===== config.mk =====
export PLATFORM = sky130hd
export DESIGN_NAME = counter_rco
export DESIGN_NICKNAME = d
export VERILOG_FILES = /design/src/rtl/counter_pkg.sv /design/src/rtl/counter_rco.sv
export SDC_FILE = /design/constraint.sdc
export NUM_CORES = 1
export LEC_CHECK = 0
export CORE_AREA = 2 2 39 41
export CTS_BUF_LIST = sky130_fd_sc_hd__clkbuf_8 sky130_fd_sc_hd__clkbuf_16
export DETAILED_ROUTE_END_ITERATION = 16
export DIE_AREA = 0 0 41 43
export DONT_BUFFER_PORTS = 1
export GPL_TIMING_DRIVEN = 0
export HOLD_SLACK_MARGIN = 0.02
export PLACE_DENSITY = 0.38
export SLEW_MARGIN = 20
export SYNTH_ARGS = -nofsm -noshare
export SYNTH_HDL_FRONTEND = slang
export SYNTH_SLANG_ARGS = --single-unit
export TNS_END_PERCENT = 5

===== constraint.sdc =====
create_clock -name clk -period 1.7 [get_ports clk]
set_clock_uncertainty 0.15 [all_clocks]
set_input_delay 0.34 -clock clk [delete_from_list [all_inputs] [get_ports clk]]
set_output_delay 0.34 -clock clk [all_outputs]
set_load 0.01 [all_outputs]

===== src/rtl/counter_pkg.sv =====
// Shared definitions for the counter_rco timebase stage: default geometry,
// the default count type and a helper giving the largest legal terminal count.
package counter_pkg;

  localparam int COUNTER_WIDTH_DEF = 4;
  localparam int COUNTER_MAX_DEF   = 15;

  typedef logic [COUNTER_WIDTH_DEF-1:0] count_t;

  // Largest value representable in 'width' bits, i.e. the upper bound for MAX_COUNT.
  function automatic longint unsigned count_limit(input int unsigned width);
    return (64'd1 << width) - 64'd1;
  endfunction

endpackage : counter_pkg


===== src/rtl/counter_rco.sv =====
// counter_rco: free-running synchronous up-counter, modulo MAX_COUNT+1, with a
// combinational ripple-carry-out so stages can be cascaded (rco -> en).
// Optional feature macro: COUNTER_CLR_EN adds a synchronous, active-high clr
// input that has priority over en and forces rco low while asserted.
module counter_rco
  import counter_pkg::*;
#(
  parameter int WIDTH     = COUNTER_WIDTH_DEF,
  parameter int MAX_COUNT = COUNTER_MAX_DEF
) (
  input  logic             clk,
  input  logic             rst_n,
  input  logic             en,
`ifdef COUNTER_CLR_EN
  input  logic             clr,
`endif
  output logic [WIDTH-1:0] count,
  output logic             rco
);

  // A terminal count of 0 or one that does not fit in WIDTH bits is unusable.
  if ((MAX_COUNT < 1) || (64'(MAX_COUNT) > count_limit(WIDTH))) begin : g_bad_param
    $error("counter_rco: MAX_COUNT=%0d illegal for WIDTH=%0d", MAX_COUNT, WIDTH);
  end

  localparam logic [WIDTH-1:0] MAX_VAL = WIDTH'(MAX_COUNT);
  localparam logic [WIDTH-1:0] ZERO    = WIDTH'(0);
  localparam logic [WIDTH-1:0] ONE     = WIDTH'(1);

  logic [WIDTH-1:0] count_d;
  logic [WIDTH-1:0] count_q;
  logic             clr_s;

`ifdef COUNTER_CLR_EN
  assign clr_s = clr;
`else
  assign clr_s = 1'b0;
`endif

  // Next-state: clear wins, then enabled increment; any value at or above the
  // terminal count (including an upset beyond it) folds back to zero.
  always_comb begin
    count_d = count_q;
    if (clr_s) begin
      count_d = ZERO;
    end else if (en) begin
      if (count_q >= MAX_VAL) begin
        count_d = ZERO;
      end else begin
        count_d = count_q + ONE;
      end
    end else begin
      count_d = count_q;
    end
  end

  // State register: asynchronous clear on rst_n low, otherwise load next state.
  always_ff @(posedge clk or negedge rst_n) begin
    if (!rst_n) begin
      count_q <= ZERO;
    end else begin
      count_q <= count_d;
    end
  end

  assign count = count_q;

  // Carry-out is decoded straight from the register so the next stage's enable
  // lines up with the edge on which this stage wraps.
  assign rco = en & ~clr_s & (count_q == MAX_VAL);

endmodule : counter_rco


## Yosys cells after proc, flatten, opt, wreduce, memory -nomap -nowiden

Index checks and enable logic that the tools add are counted.

- Output and inout port bits: 5
- Memory bits (writable): 0
- Bits in latches: 0
- Memory bits (read-only): 0
- Logic and storage cells: 6
- Memories: 0
- Register bits after elaboration: 4

- $mul: 0
- Bitwise logic cells: 1
- Reductions and logical operators: 0
- Div/mod/pow operators: 0
- Muxes and demuxes: 1
- Equal/unequal tests: 1
- Shift operators: 0
- Order comparisons: 1
- Add/sub/neg operators: 1

Operator list:

| kind | count |
|---|---|
| $add 4x1->4 const B | 1 |
| $eq 4x4->1 const B | 1 |
| $ge 4x4->1 const B | 1 |
| $mux 4 | 1 |
| $and 1x1->1 | 1 |

## Longest topological paths before layout

- Depth in word-level cells: 2
- Mapped depth: 4

## Worst setup path before layout

Ideal clock, no wire load.

- Path kind: register -> output
- Start point: register count_q[0] (netlist: count[0])
- End point: output port rco
- Slack: 0.344 ns
- Required time: 1.210 ns
- Data arrival time: 0.866 ns
- Cell stages (with the launch flop): 4
- Buffers on the path: 0
- Cells stage by stage: dfrtp_1 ha_1 nand2_1 nor2_1

- Cells in the longest elaborated chain, start to end: 2

RTL lines:

| item | RTL line | text |
|---|---|---|
| start, declared | counter_rco.sv:31 | `logic [WIDTH-1:0] count_q;` |
| start signal, assigned | counter_rco.sv:62 | `count_q <= count_d;` |
| $eq 4x4->1 | counter_rco.sv:70 | `assign rco = en & ~clr_s & (count_q == MAX_VAL);` |
| $and 1x1->1 | counter_rco.sv:70 |  |
| end, declared | counter_rco.sv:18 | `output logic rco` |

No other way between the ends.

## Worst setup path in the final report

- Start point: register count_q[1] (netlist: count[1])
- End point: output port rco

The elaborated chain is that of the path after synthesis.

==> flow_summary.json <==
{
  "status": "complete, no violations",
  "grt_pass1_vias": 152,
  "slew_violations": 0,
  "fin_nets": 29,
  "drv_cap": 0,
  "antennaDiodeCount": 0,
  "mostFrequentLayoutCells": "nand2_1 (3), clkbuf_8 (3), dfrtp_1 (3)",
  "antenna_found_initial": 0,
  "synthDistinctLibCells": 12,
  "synth_nets": 23,
  "ys_top_cells_by_area": "dfrtp_1 (53%), ha_1 (6.7%), mux2_2 (6.0%)",
  "num-fill-cells": 155,
  "port-buffer-count": 0,
  "clkLatencyLatePin_ns": 0.22,
  "finalCriticalPeriod_ns": 1.65,
  "ioPinCount": 8,
  "cp.required_ns": 1.21,
  "dr.pass1.iters": 2,
  "h-tree-depth": 1,
  "stdcell_area_um2": 263,
  "tritoncts": "built",
  "finalHoldViolCount": 0,
  "grt_max_degree": 7,
  "startpoint_type": "register",
  "clockBufferDepth": 2,
  "syn_to_final_growth_pct": 40.0,
  "die_w_um": 41,
  "crit_path_end_kind": "output pin",
  "postRouteAntennaNets": 0,
  "grt_overflow": 0,
  "core_area_um2": 1380,
  "drc": 0,
  "cellPowerDensity_nw_per_um2": 1950,
  "ys_ff_latch": 4,
  "yosys.area.top_type": "dfrtp_1",
  "gp_congestion": 0.693,
  "fmax_mhz": 608,
  "vias": 151,
  "rows": 14,
  "drive_gt1_share_pct": 26.1,
  "cts_sinks": 4,
  "placed_cell_area_um2": 208,
  "fin_crit_sh_pct": 96.8,
  "die_h_um": 43,
  "netlist_area_um2": 188,
  "viasPerCell": 3.87,
  "yosysSeqAreaShare_pct": 53.3,
  "cts_buffers": 3,
  "wire_per_inst_um": 11.0,
  "relSlewSlack_pct": 84.0,
  "hpwl_um": 285,
  "synth_top_area_share_pct": 53.3,
  "clk_pin_slew_ns": 0.03,
  "crit_arrival_ns": 1.16,
  "first_iter_violations": 3,
  "start_util_pct": 13.6,
  "clock-root-buffer": "clkbuf_8",
  "timing_worst_slew_pin_value_ns": 0.241,
  "grtUsageTotal_pct": 6.85,
  "dp_slack_ns": 0.245,
  "syn_area_per_cell_um2": 9.88,
  "crit_path_max_fanout": 5,
  "ir_drop_v": 0.000698,
  "yosys_warnings": 0,
  "postSynthCellCount": 19,
  "setup_viol": 0,
  "fin_util_pct": 19.0,
  "hp-class": "in2reg",
  "setup_ws_ns": 0.0543,
  "drt-total-wl_um": 428,
  "grt_pass1_wl_um": 669,
  "reg2reg_slack_ns": 0.43,
  "dieArea_um2": 1760,
  "power_leakage_uw": 0.000105,
  "path_class": "reg2out",
  "largest_reg_flops": 4
}
## cell usage after synthesis
cell type and n:
mux2_2 1, ha_1 1, dfrtp_1 4, nand3_1 2, inv_1 1, a21oi_1 1
nand4_1 1, o21ai_0 1, nor2_1 1, nand2_1 3, xnor2_1 1, o21ai_1 2
## worst paths after layout
check | from | to | cells after the start
max in group asynchronous | rst_n | count[0]$_DFFE_PN0P_ | 1
worst max-delay path | count[1]$_DFFE_PN0P_ | rco | 3
worst max register to register | count[1]$_DFFE_PN0P_ | count[1]$_DFFE_PN0P_ | 2
worst min register to register | count[3]$_DFFE_PN0P_ | count[3]$_DFFE_PN0P_ | 1
worst min-delay path | en | count[0]$_DFFE_PN0P_ | 1
min in group asynchronous | rst_n | count[2]$_DFFE_PN0P_ | 1
## power by group
| part | internal (uW) | switching [uW] | total (uW) |
|---|---|---|---|
| clock | 151 | 49.2 | 200 |
| combinational | 49.0 | 45.0 | 94.1 |
| sequential | 138 | 80.6 | 219 |
| total | 338 | 175 | 513 |
## routing by layer
metal  share of wire, %  global-route usage, %  vias up
met3                 19                   11.0        0
li1                   -                      -       77
met2                 29                   5.31       11
met1                 52                   7.82       63
met5                  0                      0        -
met4                  0                   4.00        0
## final cells by class
class | count | area (um2) | area share, %
clock buffer | 3 | 41.3 | 15.7
inverter | 1 | 3.75 | 1.43
sequential | 4 | 101 | 38.6
multi-input combinational | 14 | 86.3 | 32.9
tap | 16 | 20.0 | 7.62
timing repair buffer | 1 | 10.0 | 3.81
## through the flow
| step | hold slack, ns | setup TNS, ns | total power [uW] | cells |
|---|---|---|---|---|
| 2_1_floorplan | -0.106 | 0 | 279 | 19 |
| 3_3_place_gp | -0.105 | 0 | 296 | 35 |
| 3_5_place_dp | -0.105 | 0 | 305 | 35 |
| 4_1_cts | 0.0940 | 0 | 512 | 39 |
| 5_1_grt | 0.0978 | -0.00647 | 548 | 39 |
| 6_report | 0.0969 | 0 | 513 | 39 |
## critical path, stage by stage, from the launching register on
cell	delay, ns
dfrtp_1	0.45
ha_1	0.25
nand2_1	0.08
nor2_2	0.16
## cells by family (layout without fill, tap and decap cells)
logic type	count (synthesis)	in the layout	synth area share, %
buffers and inverters	1	5	2.00
DFF	4	4	53.3
muxes	1	1	6.00
and+or+nand+nor	7	7	16.7
xor gates and xnor gates	1	1	4.67
AOI/OAI and AO/OA	4	4	10.7
adders and majority gates	1	1	6.67
## repair_timing
action | in CTS | in global routing
setup endpoints to repair | 0 | 1
hold buffers | 1 | 0
gates resized for setup | 0 | 2
endpoints found under the hold margin | 4 | 0
setup buffers | 0 | 0
Note: power is estimated with default switching activity, not from simulation.
